[src/rtl/score_bcd_counter.sv]
// BCD score counter for a pipe game: scores one point per pipe crossing DETECT_COL,
// tracks the best score across games and freezes the score when the game ends.
module score_bcd_counter #(
  parameter int NUM_DIGITS = 2,
  parameter int ROWS       = 8,
  parameter int COLS       = 8,
  parameter int DETECT_COL = 6,
  parameter bit SATURATE   = 1'b1
) (
  input  logic                           clk,
  input  logic                           reset,
  input  logic                           enable,
  input  logic [ROWS-1:0][COLS-1:0]      green_array,
  input  logic                           clear,
  input  logic                           game_over,
  output logic [4*NUM_DIGITS-1:0]        score,
  output logic [4*NUM_DIGITS-1:0]        high_score,
  output logic                           point,
  output logic                           overflow,
  output logic                           new_high,
  output logic                           frozen
);

  typedef enum logic {RUN, FROZEN} state_t;

  state_t                    state;
  state_t                    next_state;
  logic                      occ;
  logic                      prev_occ;
  logic                      pass;
  logic                      carry;
  logic                      at_max;
  logic [4*NUM_DIGITS-1:0]   score_inc;

  always_comb begin
    occ = 1'b0;
    for (int r = 0; r < ROWS; r++) begin
      occ = occ | green_array[r][DETECT_COL];
    end
  end

  assign pass   = (state == RUN) && enable && occ && !prev_occ;
  assign frozen = (state == FROZEN);

  // Ripple the +1 through the digits; a carry out of the top digit means all nines.
  always_comb begin
    carry     = 1'b1;
    score_inc = score;
    for (int d = 0; d < NUM_DIGITS; d++) begin
      if (carry) begin
        if (score[4*d +: 4] == 4'd9) begin
          score_inc[4*d +: 4] = 4'd0;
        end else begin
          score_inc[4*d +: 4] = score[4*d +: 4] + 4'd1;
          carry               = 1'b0;
        end
      end
    end
    at_max = carry;
  end

  always_comb begin
    next_state = state;
    if (clear) begin
      next_state = RUN;
    end else if ((state == RUN) && game_over) begin
      next_state = FROZEN;
    end
  end

  always_ff @(posedge clk or posedge reset) begin
    if (reset) begin
      state <= RUN;
    end else begin
      state <= next_state;
    end
  end

  // Priority: clear, then game_over, then a pass event.
  always_ff @(posedge clk or posedge reset) begin
    if (reset) begin
      score      <= '0;
      high_score <= '0;
      prev_occ   <= 1'b0;
      point      <= 1'b0;
      overflow   <= 1'b0;
      new_high   <= 1'b0;
    end else begin
      point    <= 1'b0;
      overflow <= 1'b0;
      if (enable) begin
        prev_occ <= occ;
      end
      if (clear) begin
        score    <= '0;
        new_high <= 1'b0;
        prev_occ <= occ;
      end else if ((state == RUN) && game_over) begin
        if (score > high_score) begin
          high_score <= score;
          new_high   <= 1'b1;
        end
      end else if (pass) begin
        point <= 1'b1;
        if (!at_max) begin
          score <= score_inc;
        end else if (!SATURATE) begin
          score    <= '0;
          overflow <= 1'b1;
        end
      end
    end
  end

endmodule
[config.mk]
export PLATFORM = sky130hd
export DESIGN_NAME = score_bcd_counter
export DESIGN_NICKNAME = d
export VERILOG_FILES = /design/src/rtl/score_bcd_counter.sv
export SDC_FILE = /design/constraint.sdc
export NUM_CORES = 1
export LEC_CHECK = 0
export ABC_AREA = 1
export CELL_PAD_IN_SITES_DETAIL_PLACEMENT = 0
export CELL_PAD_IN_SITES_GLOBAL_PLACEMENT = 2
export CORE_AREA = 4 4 89 91
export CTS_BUF_LIST = sky130_fd_sc_hd__clkbuf_16
export DETAILED_ROUTE_END_ITERATION = 7
export DIE_AREA = 0 0 93 95
export PLACE_DENSITY = 0.9
export SETUP_SLACK_MARGIN = 0.3
export SLEW_MARGIN = 5
export SYNTH_ARGS = -nofsm -noshare
export SYNTH_HDL_FRONTEND = slang
export SYNTH_SLANG_ARGS = --single-unit
export TNS_END_PERCENT = 30
[constraint.sdc]
create_clock -name clk -period 3.7 [get_ports clk]
set_clock_uncertainty 0.05 [all_clocks]
set_input_delay 0.37 -clock clk [delete_from_list [all_inputs] [get_ports clk]]
set_output_delay 0.37 -clock clk [all_outputs]
set_load 0.02 [all_outputs]
== Word level (Yosys, flattened, before mapping) ==
Index checks and enable logic that the tools add are counted.
Operators by class
  magnitude comparators: 1
  muxes and demuxes: 20
  bitwise operators: 9
  divide/modulo/power cells: 0
  add/sub/neg operators: 2
  $mul: 0
  shift operators: 0
  reduce and logical (&&, ||, !) cells: 14
  equal/unequal tests: 4
Operators with widths (number)
  $mux 8: 4
  $mux 1: 13
  $mux 4: 3
  $reduce_bool 2->1: 5
  $add 4x1->4 const B: 2
  $eq 4x4->1 const B: 2
  $gt 8x8->1: 1
  $or 1x1->1: 7
  $reduce_and 3->1: 2
  $logic_and 1x1->1: 4
  $ne 2x2->1 const B: 2
  $reduce_and 4->1: 1
  $not 1->1: 2
  $reduce_and 2->1: 1
  $logic_not 1->1: 1
Word-level totals
  output and inout port bits: 20
  register bits after elaboration: 20
  memory bits (read-only): 0
  memories kept: 0
  latch bits: 0
  logic and storage cells: 57
  RAM bits: 0
  bits of input ports: 69

== Longest topological paths before layout ==
  word-level depth: 12
  mapped depth: 11
  mapped depth without buffers: 11

== Worst setup path before layout ==
No wires, ideal clock.
  path type: register to register
  start: register score[6]
  end: register high_score[2]
  buffers on the path: 0
  setup time: 118 ps
  required time: 3532 ps
  arrival time: 1507 ps
  stages on the path, launching flop included: 9
  slack: 2026 ps
  clock period less this slack: 1674 ps
  cell sequence: dfrtp_1 ha_1 nand2_1 nor2_1 nand2_1 nand2_2 nand2_4 nand2_1 nand2_1
Between the ends
  word-level cells in the longest chain between the ends: 2
Ends and longest elaborated chain
  from (decl): RTL line 16  | output logic [4*NUM_DIGITS-1:0] score,
  from (signal assigned): RTL line 106  | score <= score_inc;
  $gt 8x8->1: RTL line 99  | if (score > high_score) begin
  $reduce_and 3->1 (no line)
  to (signal assigned): RTL line 100  | high_score <= score;
  to (decl): RTL line 17  | output logic [4*NUM_DIGITS-1:0] high_score,
No other way between the ends.
A chain may end at the register's enable or synchronous reset.

== Worst setup path after layout ==
  start: register score[6]
  end: output port score[6]
No word-level cell between the ends.

==> results.txt <==
Entering global routing, the biggest net connects 21 pins. Following the worst setup path forward leads to its endpoint at score[6]. The post-detailed-route via-to-cell ratio is 3.712. Global routing consumed, on the met1 layer, 9.161% of the routing resources. The tools report the synthesized netlist net count as 247. The number of enable flip-flop cells after synthesis is 0. The critical path goes through clkdlybuf4s50_1.

The worst setup path is captured at an output pin. The critical path's largest stage delay is 0.67 ns. The nature of the critical path startpoint is a flop. The number of pins exceeding their max-slew limit in the final report is 0. Via count of the first global-routing pass: 1141. The run gives 41.1% as the power share of the combinational group.

The number of instances in the placed design is 295, and the reg2reg setup slack is 1.91 ns. The run gives 1266 um2 as the area of the mapped netlist. The congestion estimate from routability-driven global placement came to 0.7412. For the final routed database, the setup TNS stands at 0 ns. The number of antenna diodes in the final layout is 0.

The depth of the critical timing path with buffers and inverters included is 1, and the overall die height is 95 um. Leaving out filler cells and counting taps, the final layout contains 299. The tools report the remaining max-slew budget at the tightest pin as 48.10%. The per-cell routed wire length is 9.970 um, and the detailed placer's ending HPWL is 2342 um. In this run, the clock network consumes 29.0% of the power. Number of buffers added by the clock tree synthesis step: 3.

The switching power was 0.0003819 W. Post-CTS timing repair inserted 0 buffers for setup. The initialized floorplan defines 31 standard-cell rows.

In this run the worst path has a maximum fanout of 8. For the post-cts sizing count, the log shows 0. For met3 alone, demand over resource in global routing was 1.833%.

In the global route stage, overall resource usage came out at 7.518%. Primary flip-flop cell chosen by synthesis mapping: sky130_fd_sc_hd__dfrtp_1. In the finished design, the share of the clock period the worst path needs comes to 49.76%.

The maximum clock path buffer count came out at 2. For this block, the routed nets add up to 2981 um of wire. The max-cap check violation count came out at 0.

After synthesis, the largest area contributor takes up 39.53% of total cell area. The remaining antenna violation count after routing was 0. The run finished with clean final reports. Power spread over the standard cell area amounts to 570.1 nW/um2. The logs give 1.42 ns for the arrival time reported for the critical path endpoint and 0.0006431 W for the internal power component.

After clock tree synthesis, the flow added hold-fix buffers numbering 0. The worst slack after detailed placement was 1.701 ns; the number of search-and-repair iterations in the first detailed-routing pass was 4. Once the floorplan was initialized, standard cells occupied 17.74% of the core. The kind of cell with the highest combined delay on the critical path was buffers and inverters.

Compared with the post-synthesis result, the final layout area differs by 42.00%. The hold violation total from the final report was 0. By area the synthesized netlist is led by sky130_fd_sc_hd__dfrtp_1 40%, sky130_fd_sc_hd__nand2_1 16%, sky130_fd_sc_hd__ha_1 12%. For this design the static power due to leakage is 0.8752 nW. The worst hold path belongs to the class reg2reg. Once placement finished, the instance area stood at 1693 um2. Overall power consumption after layout is estimated at 0.001025 W. The initial antenna violation count was 0. The clock-pin slew of the registers on the worst-case setup and hold paths is 0.06 ns, and the final non-filler cell area is 1798 um2. The setup path with the least slack is of type reg2out.

The first global-routing pass estimated 5264 um of wire. Cells with a size suffix above 1 make up 6.500% of the layout. For this block, the via count after detailed routing is 1110.

met2 is the most crowded layer. Registers are responsible for 29.9% of the overall power. The tools report the beginning of the worst register-to-register path as score[6]$_DFFE_PP0P_. The total area inside the core boundary comes to 7137 um2.

For the final number of setup-violating endpoints, the log shows 0. During placement, the flow inserted port buffers numbering 31. The depth of the worst register-to-register path works out to 8. The end of the worst register-to-register path is high_score[5]$_DFFE_PP0P_. For the clock latency reported for the late side of the worst-skew pair, the log shows 0.25 ns.

Summing the sequential cell areas from Yosys gives 39.53% of the chip area. In this run the worst setup path begins at score[6]$_DFFE_PP0P_. Setup slack on the critical path of the routed design comes to 1.859 ns.

The tools report the I/O pin total as 89. For the finished layout, the period the worst path requires is 1.841 ns. The largest total area in the synthesized netlist belongs to sky130_fd_sc_hd__dfrtp_1.

TritonCTS built the clock tree. In this run the horizontal extent of the chip is 93 um. During synthesis, Yosys emitted a total of 0 warnings. The combined buffer and inverter count along the critical path is 1, and the share of synthesized flip-flops with an asynchronous set or reset is 100.0%.

After synthesis the netlist holds a flip-flop and latch count of 20. The number of H-tree branching levels is 1. Of the total power, the share spent switching nets is 37.26%. STA puts the critical path data required time at 3.28 ns.

The tree is rooted in a sky130_fd_sc_hd__clkbuf_16. A synthesized cell averages 7.628 um2. The floorplan step defined a die boundary enclosing 8835 um2. Setup repair after global routing left no endpoint under its margin. The slowest cell on the critical path is sky130_fd_sc_hd__clkdlybuf4s50_1.

For this run, the top clock speed supported by timing is 543.1 MHz. The cell with the most instances after synthesis was sky130_fd_sc_hd__nand2_1. For the count of clock tree sinks, the log shows 20.

IR analysis of the VDD net gives a maximum drop of 0.2064 mV. For this run, global-route usage on met2 was measured as 12.78%. For the final net count, the log shows 282. For this block, the initial DRC count from the detailed router was 51.

After global routing the overflow that remains totals 0. In this run, distinct cell masters in the synthesized netlist total 24. Counting every instance in the synthesized netlist gives 166. In the routed design, unresolved DRC markers number 0. At the pin with the least slew margin, the transition time is 0.7776 ns. Sorting the synthesized cells by how often they occur yields 55 x sky130_fd_sc_hd__nand2_1, 21 x sky130_fd_sc_hd__inv_1, 20 x sky130_fd_sc_hd__dfrtp_1.
[per-stage QoR]
stage / hold slack [ns] / util (%)
5_1_grt: 0.4824 / 25.19
4_1_cts: 0.4407 / 25.19
6_report: 0.4338 / 25.19
2_1_floorplan: 0.2838 / -
3_5_place_dp: 0.4264 / 23.72
3_3_place_gp: 0.4133 / 23.72
[layer usage]
metal	part of all wire [%]	vias to the layer above	wire, um
li1	-	594	-
met4	1.4	0	41
met5	0	-	0
met2	45	24	1356
met1	47	490	1406
met3	5.9	2	176
[power by group through the flow]
stage / clock network, W / logic [W] / registers (W)
final: 0.000297 / 0.000422 / 0.000306
after CTS: 0.000308 / 0.000433 / 0.000307
after global placement: 0 / 0.000428 / 0.000312
after global routing: 0.000319 / 0.000480 / 0.000316
after floorplan: 0 / 0.000231 / 0.000350
after detailed placement: 0 / 0.000432 / 0.000311
[cell type report]
class                      instances  area, um2
fill                             802       5339
sequential                        20      500.5
multi-input combinational        123      675.6
tap                               99      123.9
inverter                          22      82.58
timing repair buffer              31      310.3
clock buffer                       3      75.07
clock inverter                     1      30.03
[state kept, by name, summed over array words and instances, names as in the netlist]
signal / cells
high_score: 8
score: 8
frozen: 1
new_high: 1
point: 1
prev_occ: 1
[cell families (layout without fill, tap and decap cells)]
logic type | after synthesis | count (layout) | synth area share, %
AOI/OAI and AO/OA | 15 | 15 | 7.610
xor gates and xnor gates | 3 | 3 | 2.075
adders and majority gates | 12 | 12 | 11.86
buffers and inverters | 23 | 57 | 7.115
DFF | 20 | 20 | 39.53
other | 1 | 1 | 0.2962
and+or+nand+nor | 92 | 92 | 31.52
[how the worst min path moves through the flow]
stage                    startpoint                   end  slack [ns]  cells after the start
2_1_floorplan                 reset    frozen$_DFFE_PP0P_        0.28                      1
3_3_place_gp   new_high$_DFFE_PP0P_  new_high$_DFFE_PP0P_        0.41                      2
3_5_place_dp   new_high$_DFFE_PP0P_  new_high$_DFFE_PP0P_        0.43                      2
4_1_cts        new_high$_DFFE_PP0P_  new_high$_DFFE_PP0P_        0.44                      2
5_1_grt        new_high$_DFFE_PP0P_  new_high$_DFFE_PP0P_        0.48                      2
6_report       new_high$_DFFE_PP0P_  new_high$_DFFE_PP0P_        0.43                      2
[cells in the final DEF (no fill, tap or decap), drive strengths merged, types with 2 or more instances in the layout]
master | synthesis | routed
inv | 22 | 22
nand3 | 17 | 17
clkdlybuf4s50 | 0 | 31
a21oi | 6 | 6
o21ai | 6 | 6
nand2 | 58 | 58
dfrtp | 20 | 20
ha | 12 | 12
xor2 | 2 | 2
clkbuf | 0 | 3
nor2 | 15 | 15
(Power assumes the default switching activity.)
==> variant, RTL diff (same settings) <==
Register the output `frozen`, without a reset; this adds one clock of latency there. The other outputs are not delayed to match.
--- a/src/rtl/score_bcd_counter.sv
+++ b/src/rtl/score_bcd_counter.sv
@@ -41,5 +41,7 @@
 
   assign pass   = (state == RUN) && enable && occ && !prev_occ;
-  assign frozen = (state == FROZEN);
+  always_ff @(posedge clk) begin
+    frozen <= (state == FROZEN);
+  end
 
   // Ripple the +1 through the digits; a carry out of the top digit means all nines.
Check against the original RTL: not equivalent (Yosys sat finds a counterexample within 4 cycles, from zero or initial values and one cycle with reset high).
==> variant against the original RTL <==
Sequential cell count is 1 higher. Global-route usage is 0.59 points lower. Routed wire length is 0.97% higher. Critical path depth stayed put. Non-clock buffer count stayed put. Cell area is 0.35% lower. Total power is 5.3% lower. Area after synthesis is 1.6% higher. First-iteration DRC count is 3.9% lower. Worst setup slack worse by 0.024 ns.
==> variant: results <==
[critical_path]
setup.worst_path.end = score[4]
rr_endpoint = high_score[1]

[placement]
placed_cell_area_sq_um = 1710
gp_congestion = 0.748
dp_slack_ns = 1.70
dp_cells = 296

[route]
dr_wl_met3_microns = 199
drtIter0Drc = 49
route.met2.wl_microns = 1360

[logic_synthesis]
synthTopCellsByArea = dfrtp_1 (39%), nand2_1 (16%), ha_1 (12%), nand3_1 (6.2%), inv_1 (6.1%)
synth.distinct_cells = 25
seq_area_frac_synth_pct = 40.5
synthCells = 167
syn-num-nets = 248

[power]
power.leakage_nw = 0.875
vdd_drop_max_v = 0.000156

[sta]
hold_slack_ns = 0.359
tightest_slew_ns = 0.784
fmax_mhz = 536

[cells_and_area]
drive_gt1_share_pct = 5.97
nNetsFinal = 283

[grt]
gr-usage-met3_pct = 1.67
track_usage_pct = 6.93
grt_use_met1_pct = 8.77
first_global_vias = 1038

[run_status]
outcome = finished, final reports clean

[hold_path]
hp-start = state
whs_endpoint = frozen
==> variant: changes by cell type in the layout (fill, tap and decap cells not counted) <==
cell and change:
inv_1 +1, bufinv_16 -1, dfxtp_1 +1
==> variant: area by class of cell <==
class / count / area [sq um] / area share (%)
inverter: 22 / 82.6 / 4.61
multi-input combinational: 123 / 676 / 37.7
timing repair buffer: 31 / 310 / 17.3
clock buffer: 3 / 75.1 / 4.19
clock inverter: 1 / 3.75 / 0.209
tap: 99 / 124 / 6.91
sequential: 21 / 520 / 29.1
==> variant: cells by family after synthesis <==
group / count (synthesis) / share of synthesized area, %
compound gates: 15 / 7.49
buf+inv: 23 / 7.00
xor+xnor: 3 / 2.04
fa+ha+maj: 12 / 11.7
flops: 21 / 40.5
simple gates: 92 / 31.0
other cells: 1 / 0.292
==> variant: report_power, final <==
part	leakage [nW]	internal [mW]	total, mW	switching, mW
registers	0.273	0.271	0.321	0.0499
logic	0.559	0.170	0.426	0.257
clock network	0.0423	0.144	0.223	0.0793
total	0.875	0.585	0.971	0.386
